$ cat src/rtl/lza_norm_shift_if.sv
// ----------------------------------------------------------------------------
// lza_norm_shift_if
// Bundles the upstream (valid_i/ready_o/sum_i/exp_i) and downstream
// (valid_o/ready_i/norm_sum_o/exp_o/lzc_o/zero_o/underflow_o) handshakes of
// the normalisation stage.
//   slave  : seen by lza_norm_shift (consumes sum/exp, produces results)
//   master : seen by whatever drives the stage and consumes its results
// Parameters:
//   SW  significand width
//   EW  biased exponent width
//   LW  leading-zero count width, derived from SW
// ----------------------------------------------------------------------------
interface lza_norm_shift_if #(
  parameter int SW = 26,
  parameter int EW = 8
);
  localparam int LW = $clog2(SW + 1);

  logic          valid_i;
  logic          ready_o;
  logic [SW-1:0] sum_i;
  logic [EW-1:0] exp_i;
  logic          valid_o;
  logic          ready_i;
  logic [SW-1:0] norm_sum_o;
  logic [EW-1:0] exp_o;
  logic [LW-1:0] lzc_o;
  logic          zero_o;
  logic          underflow_o;

  modport master (
    output valid_i, sum_i, exp_i, ready_i,
    input  ready_o, valid_o, norm_sum_o, exp_o, lzc_o, zero_o, underflow_o
  );

  modport slave (
    input  valid_i, sum_i, exp_i, ready_i,
    output ready_o, valid_o, norm_sum_o, exp_o, lzc_o, zero_o, underflow_o
  );
endinterface

$ cat src/rtl/lza_norm_shift.sv
// ----------------------------------------------------------------------------
// lza_norm_shift
// Normalisation stage after the significand adder. Counts leading zeros of
// the raw sum, left-shifts it so the MSB is set and lowers the exponent by
// the shift, clamping at exponent 0 (denormal result). Two register stages
// with valid/ready on both sides; throughput one item per cycle.
// Ports:
//   clk    rising-edge clock
//   rst_n  synchronous reset, active low; flushes both stages
//   bus    lza_norm_shift_if.slave
//            valid_i/ready_o/sum_i/exp_i                  input handshake
//            valid_o/ready_i/norm_sum_o/exp_o/lzc_o/
//            zero_o/underflow_o                           output handshake
// SW/EW must match the parameters of the connected interface instance.
// ----------------------------------------------------------------------------
module lza_norm_shift #(
  parameter int SW = 26,
  parameter int EW = 8
) (
  input  logic              clk,
  input  logic              rst_n,
  lza_norm_shift_if.slave   bus
);
  localparam int LW = $clog2(SW + 1);
  // common width for comparing the zero count against the exponent
  localparam int XW = (LW > EW) ? LW : EW;

  // Leading-zero count scanning from the MSB; an all-zero word yields SW.
  function automatic logic [LW-1:0] count_lz(input logic [SW-1:0] v);
    logic [LW-1:0] n;
    logic          done;
    n    = '0;
    done = 1'b0;
    for (int i = SW - 1; i >= 0; i--) begin
      if (!done) begin
        if (v[i]) begin
          done = 1'b1;
        end else begin
          n = n + LW'(1'b1);
        end
      end else begin
        n = n;
      end
    end
    return n;
  endfunction

  // stage 1 registers
  logic          s1_valid_r;
  logic [SW-1:0] s1_sum_r;
  logic [EW-1:0] s1_exp_r;
  logic [LW-1:0] s1_lzc_r;

  // stage 2 registers (drive the outputs directly)
  logic          s2_valid_r;
  logic [SW-1:0] s2_sum_r;
  logic [EW-1:0] s2_exp_r;
  logic [LW-1:0] s2_lzc_r;
  logic          s2_zero_r;
  logic          s2_uf_r;

  // handshake and datapath combinational signals
  logic          s2_load_s;
  logic          ready_s;
  logic [LW-1:0] lzc_in_s;
  logic          zero_s;
  logic          uf_s;
  logic [XW-1:0] lzc_x_s;
  logic [XW-1:0] exp_x_s;
  logic [XW-1:0] shift_s;
  logic [EW-1:0] exp_adj_s;
  logic [SW-1:0] norm_s;

  // Handshake: S2 frees up when empty or being drained; S1 when empty or
  // moving into S2. ready_o is therefore combinational in ready_i.
  always_comb begin
    s2_load_s = ~s2_valid_r | bus.ready_i;
    ready_s   = ~s1_valid_r | s2_load_s;
  end

  // Leading-zero count of the incoming sum, registered in S1.
  always_comb begin
    lzc_in_s = count_lz(bus.sum_i);
  end

  // Shift/exponent decision for the item sitting in S1.
  always_comb begin
    zero_s    = (s1_sum_r == {SW{1'b0}});
    lzc_x_s   = XW'(s1_lzc_r);
    exp_x_s   = XW'(s1_exp_r);
    shift_s   = '0;
    exp_adj_s = '0;
    uf_s      = 1'b0;
    if (zero_s) begin
      shift_s   = '0;
      exp_adj_s = '0;
      uf_s      = 1'b0;
    end else if (lzc_x_s < exp_x_s) begin
      // full normalisation fits; lzc < exp so it fits in EW bits
      shift_s   = lzc_x_s;
      exp_adj_s = s1_exp_r - EW'(s1_lzc_r);
      uf_s      = 1'b0;
    end else begin
      // exponent runs out first: shift only down to exponent 0 (denormal),
      // which also covers exp=0 (no shift at all)
      shift_s   = exp_x_s;
      exp_adj_s = '0;
      uf_s      = 1'b1;
    end
    norm_s = s1_sum_r << shift_s;
  end

  // Stage 1 capture: loads whenever the stage is ready to take input.
  always_ff @(posedge clk) begin
    if (!rst_n) begin
      s1_valid_r <= 1'b0;
      s1_sum_r   <= '0;
      s1_exp_r   <= '0;
      s1_lzc_r   <= '0;
    end else if (ready_s) begin
      s1_valid_r <= bus.valid_i;
      if (bus.valid_i) begin
        s1_sum_r <= bus.sum_i;
        s1_exp_r <= bus.exp_i;
        s1_lzc_r <= lzc_in_s;
      end
    end
  end

  // Stage 2 capture: holds its contents while valid_o & ~ready_i.
  always_ff @(posedge clk) begin
    if (!rst_n) begin
      s2_valid_r <= 1'b0;
      s2_sum_r   <= '0;
      s2_exp_r   <= '0;
      s2_lzc_r   <= '0;
      s2_zero_r  <= 1'b0;
      s2_uf_r    <= 1'b0;
    end else if (s2_load_s) begin
      s2_valid_r <= s1_valid_r;
      if (s1_valid_r) begin
        s2_sum_r  <= norm_s;
        s2_exp_r  <= exp_adj_s;
        s2_lzc_r  <= s1_lzc_r;
        s2_zero_r <= zero_s;
        s2_uf_r   <= uf_s;
      end
    end
  end

  assign bus.ready_o     = ready_s;
  assign bus.valid_o     = s2_valid_r;
  assign bus.norm_sum_o  = s2_sum_r;
  assign bus.exp_o       = s2_exp_r;
  assign bus.lzc_o       = s2_lzc_r;
  assign bus.zero_o      = s2_zero_r;
  assign bus.underflow_o = s2_uf_r;
endmodule
$ cat src/flat_wrapper.sv
// flat-port wrapper written by rule: the top's interface ports become plain ports
module lza_norm_shift_flat 
#(
  parameter int SW = 26,
  parameter int EW = 8
)
  (clk, rst_n, bus_valid_i, bus_sum_i, bus_exp_i, bus_ready_i, bus_ready_o, bus_valid_o, bus_norm_sum_o, bus_exp_o, bus_lzc_o, bus_zero_o, bus_underflow_o);
  lza_norm_shift_if #(.SW(SW), .EW(EW)) bus_i ();
  input  logic clk;
  input  logic rst_n;
  input wire logic [$bits(bus_i.valid_i)-1:0] bus_valid_i;
  input wire logic [$bits(bus_i.sum_i)-1:0] bus_sum_i;
  input wire logic [$bits(bus_i.exp_i)-1:0] bus_exp_i;
  input wire logic [$bits(bus_i.ready_i)-1:0] bus_ready_i;
  output wire logic [$bits(bus_i.ready_o)-1:0] bus_ready_o;
  output wire logic [$bits(bus_i.valid_o)-1:0] bus_valid_o;
  output wire logic [$bits(bus_i.norm_sum_o)-1:0] bus_norm_sum_o;
  output wire logic [$bits(bus_i.exp_o)-1:0] bus_exp_o;
  output wire logic [$bits(bus_i.lzc_o)-1:0] bus_lzc_o;
  output wire logic [$bits(bus_i.zero_o)-1:0] bus_zero_o;
  output wire logic [$bits(bus_i.underflow_o)-1:0] bus_underflow_o;
  assign bus_i.valid_i = bus_valid_i;
  assign bus_i.sum_i = bus_sum_i;
  assign bus_i.exp_i = bus_exp_i;
  assign bus_i.ready_i = bus_ready_i;
  assign bus_ready_o = bus_i.ready_o;
  assign bus_valid_o = bus_i.valid_o;
  assign bus_norm_sum_o = bus_i.norm_sum_o;
  assign bus_exp_o = bus_i.exp_o;
  assign bus_lzc_o = bus_i.lzc_o;
  assign bus_zero_o = bus_i.zero_o;
  assign bus_underflow_o = bus_i.underflow_o;
  lza_norm_shift #(.SW(SW), .EW(EW)) u_core (.clk(clk), .rst_n(rst_n), .bus(bus_i));
endmodule
$ cat config.mk
export PLATFORM = sky130hd
export DESIGN_NAME = lza_norm_shift_flat
export DESIGN_NICKNAME = d
export VERILOG_FILES = /design/src/rtl/lza_norm_shift_if.sv /design/src/rtl/lza_norm_shift.sv /design/src/flat_wrapper.sv
export SDC_FILE = /design/constraint.sdc
export NUM_CORES = 1
export LEC_CHECK = 0
export ABC_AREA = 1
export BUFFER_PORTS_ARGS = -buffer_cell sky130_fd_sc_hd__buf_2
export CORE_ASPECT_RATIO = 1.5
export CORE_MARGIN = 2
export CORE_UTILIZATION = 64
export CTS_CLUSTER_DIAMETER = 80
export DETAILED_ROUTE_END_ITERATION = 6
export PLACE_DENSITY_LB_ADDON = 0.08
export SLEW_MARGIN = 30
export SYNTH_ARGS = -nofsm -noshare
export SYNTH_HDL_FRONTEND = slang
export SYNTH_SLANG_ARGS = --single-unit
$ cat constraint.sdc
create_clock -name clk -period 15.55 [get_ports clk]
set_input_delay 3.11 -clock clk [delete_from_list [all_inputs] [get_ports clk]]
set_output_delay 3.11 -clock clk [all_outputs]
set_load 0.01 [all_outputs]
==> impl_metrics.ini <==
[outcome]
outcome = complete, no violations

[synthesis]
syn_inst = 1082
yosysWarnings = 0
syn-num-nets = 1148
ys_ff_latch = 82
async_reset_ff_share_pct = 0
synth_edf_count = 0
ys_types = 42
synth_area_sq_um = 6690
yosys-top-cells-area = dfxtp_1, nand2_1, o21ai_0
ys_seq_area_share_pct = 24.5
synth_flop_cell = dfxtp_1
synth_top_area_share_pct = 24.5
syn_area_per_cell_sq_um = 6.18
yosysTopAreaCell = dfxtp_1

[grt]
antenna_found_initial = 0
grt_overflow_total = 0
grt_pass1_wl_microns = 26500
grt_max_degree = 66
grt_pass1_vias = 6242
grt.total_usage_pct = 28.5

[route]
drt_wl_total_microns = 15500
drt_iter0_markers = 324
vias = 6906
drc = 0
route.antenna.remaining_nets = 0
viasPerCell = 5.47
wl_per_cell_microns = 12.3
detail_route.first_pass.iterations = 5

[setup_path]
cp_slowest_stage_delay_ns = 0.31
crit_end = u_core.s1_lzc_r[4]$_SDFFE_PN0P_
startpoint_type = input port
slowest_stage = ha_1
path_delay_family = simple AND/OR/NAND/NOR gates
end_kind = flop
cp_max_fo = 4
path_depth = 80
timing.rr.end = u_core.bus.norm_sum_o[9]$_SDFFE_PN0P_
path_class = in -> reg
critical_path_buf_inv_count = 16
r2r_start = u_core.s1_lzc_r[0]$_SDFFE_PN0P_
r2r_cells = 16
required_ns = 15.79
rrSetupSlack_ns = 11.58
crit_top_cell = nand2_1
cp-startpoint = bus_sum_i[22]
worstPathArrival_ns = 12.31

[die]
initial_core_util_pct = 66.0
row_count = 45
die_area_sq_um = 11300
io_pins = 81
coreArea_sq_um = 10100
dieWidth_microns = 87.5
die_y_microns = 129

[cts]
numCtsBuffers = 9
cts_tree = built
cts_resized = 0
clk_latency_ns = 0.34
cts-root-buf = clkbuf_16
clock_sinks = 82
clockBufferDepth = 2
path_clk_slew_ns = 0.06
post_cts_buffers = 0
hold_buffers = 0
cts.htree.levels = 3

[timing]
hold_violations = 0
max_freq_mhz = 82.8
finalClockSkew_ns = 0.00632
min_period_over_period_pct = 77.6
finalCriticalPeriod_ns = 12.07
tns_ns = 0
fin_hold_ws_ns = 0.458
setup_viol = 0
worst_slew_pin_slew_ns = 0.740
rsz0062_at_grt = false
relSlewSlack_pct = 50.3
slew_violations = 0

[finish]
syn2layout_area_growth_pct = 12.1
final_common_cell = nand2_1
design_area_sq_um = 7500
n_antenna_cell = 0
final_cell_mix = nand2_1, inv_1, o21ai_0
nNetsFinal = 1206
drive_gt1_share_pct = 16.2

[job]
max_cap_viol_count = 0

[placed_design]
dpl-instance-area_sq_um = 7150
io_buffer_count = 80
gp_congestion = 1.00
dpl.hpwl_microns = 12100

[power]
worst_ir_drop_vdd_mv = 0.0633
p_leak_uw = 0.00369
p_per_area_nw_per_um2 = 91.7
p_total_uw = 687

[worst_hold_path]
hp-class = reg -> reg
hold_start = u_core.bus.exp_o[3]$_SDFFE_PN0P_
-- flip-flops by register name, summed over array words and instances (netlist names) --
name / flops
u_core.bus.underflow_o: 1
u_core.s1_valid_r: 1
u_core.bus.lzc_o: 5
u_core.s1_sum_r: 26
u_core.bus.valid_o: 1
u_core.bus.norm_sum_o: 26
u_core.bus.zero_o: 1
u_core.bus.exp_o: 8
u_core.exp_x_s: 8
u_core.s1_lzc_r: 5
-- synthesized netlist by cell type, types with 2 or more instances --
library cell	number
nand4_1	18
a22oi_1	3
and2_1	2
o211ai_1	18
nand2_2	19
inv_1	151
clkinv_1	4
o21ai_0	121
nor2_2	5
clkbuf_1	36
o22ai_1	4
nand2_1	257
a21oi_1	87
xor2_1	10
nor2_4	10
nand3_1	56
or2_2	6
nand3b_1	3
o221ai_1	2
o21ai_1	7
a31oi_1	6
nor4_1	7
nor2_1	77
buf_1	3
dfxtp_1	82
o2111ai_1	2
mux2i_1	7
ha_1	27
nor3_1	4
o21bai_1	3
nand3_2	8
nand2_4	6
inv_2	16
nor2_8	6
o311ai_0	2
-- power by group --
| part | internal [uW] | total (uW) | switching (uW) |
|---|---|---|---|
| sequential | 227 | 236 | 9.34 |
| combinational | 67.7 | 207 | 139 |
| clock | 161 | 245 | 83.6 |
-- cell families after synthesis --
logic type	Yosys count	synth area share (%)
multiplexers	7	1.05
buffers and inverters	212	12.0
AO/OA/AOI/OAI	257	20.8
adder cells (fa/ha/maj)	28	5.35
flip-flops	82	24.5
AND/OR/NAND/NOR	485	34.9
XOR/XNOR	11	1.44
-- per-layer routing --
layer  track usage [%]  part of all wire (%)
met5                 0                     0
met4              13.8                   3.5
met3              3.69                   3.2
met1              31.4                    41
met2              52.5                    52
-- worst min-delay path, delay by kind of cell, from the launching register on --
family	cells	cell delay [ns]
compound gates	1	0.05
flops	1	0.30
simple gates	1	0.05
-- final cells by class --
class,count,area [sq um]
multi-input cells,788,4260
fillers,888,2640
flip-flops and latches,82,1640
inverters,172,648
repair buffers,87,453
clock buffers,10,239
well taps,117,146
clock inverters,6,114
-- through the flow --
step	worst slack, ns	util (%)	cells
2_1_floorplan	4.22	-	1082
3_3_place_gp	3.57	70.5	1246
3_5_place_dp	3.23	70.5	1246
4_1_cts	3.53	74.0	1262
5_1_grt	2.42	74.0	1262
6_report	3.48	74.0	1262
-- how the worst min path moves through the flow --
stage | to | depth (start not counted)
after global placement | u_core.bus.norm_sum_o[13]$_SDFFE_PN0P_ | 2
after floorplan | u_core.s1_lzc_r[1]$_SDFFE_PN0P_ | 2
after global routing | u_core.bus.exp_o[2]$_SDFFE_PN0P_ | 2
final | u_core.bus.exp_o[3]$_SDFFE_PN0P_ | 2
after detailed placement | u_core.bus.norm_sum_o[3]$_SDFFE_PN0P_ | 2
after CTS | u_core.bus.norm_sum_o[3]$_SDFFE_PN0P_ | 2
Note: power is estimated with default switching activity, not from simulation.
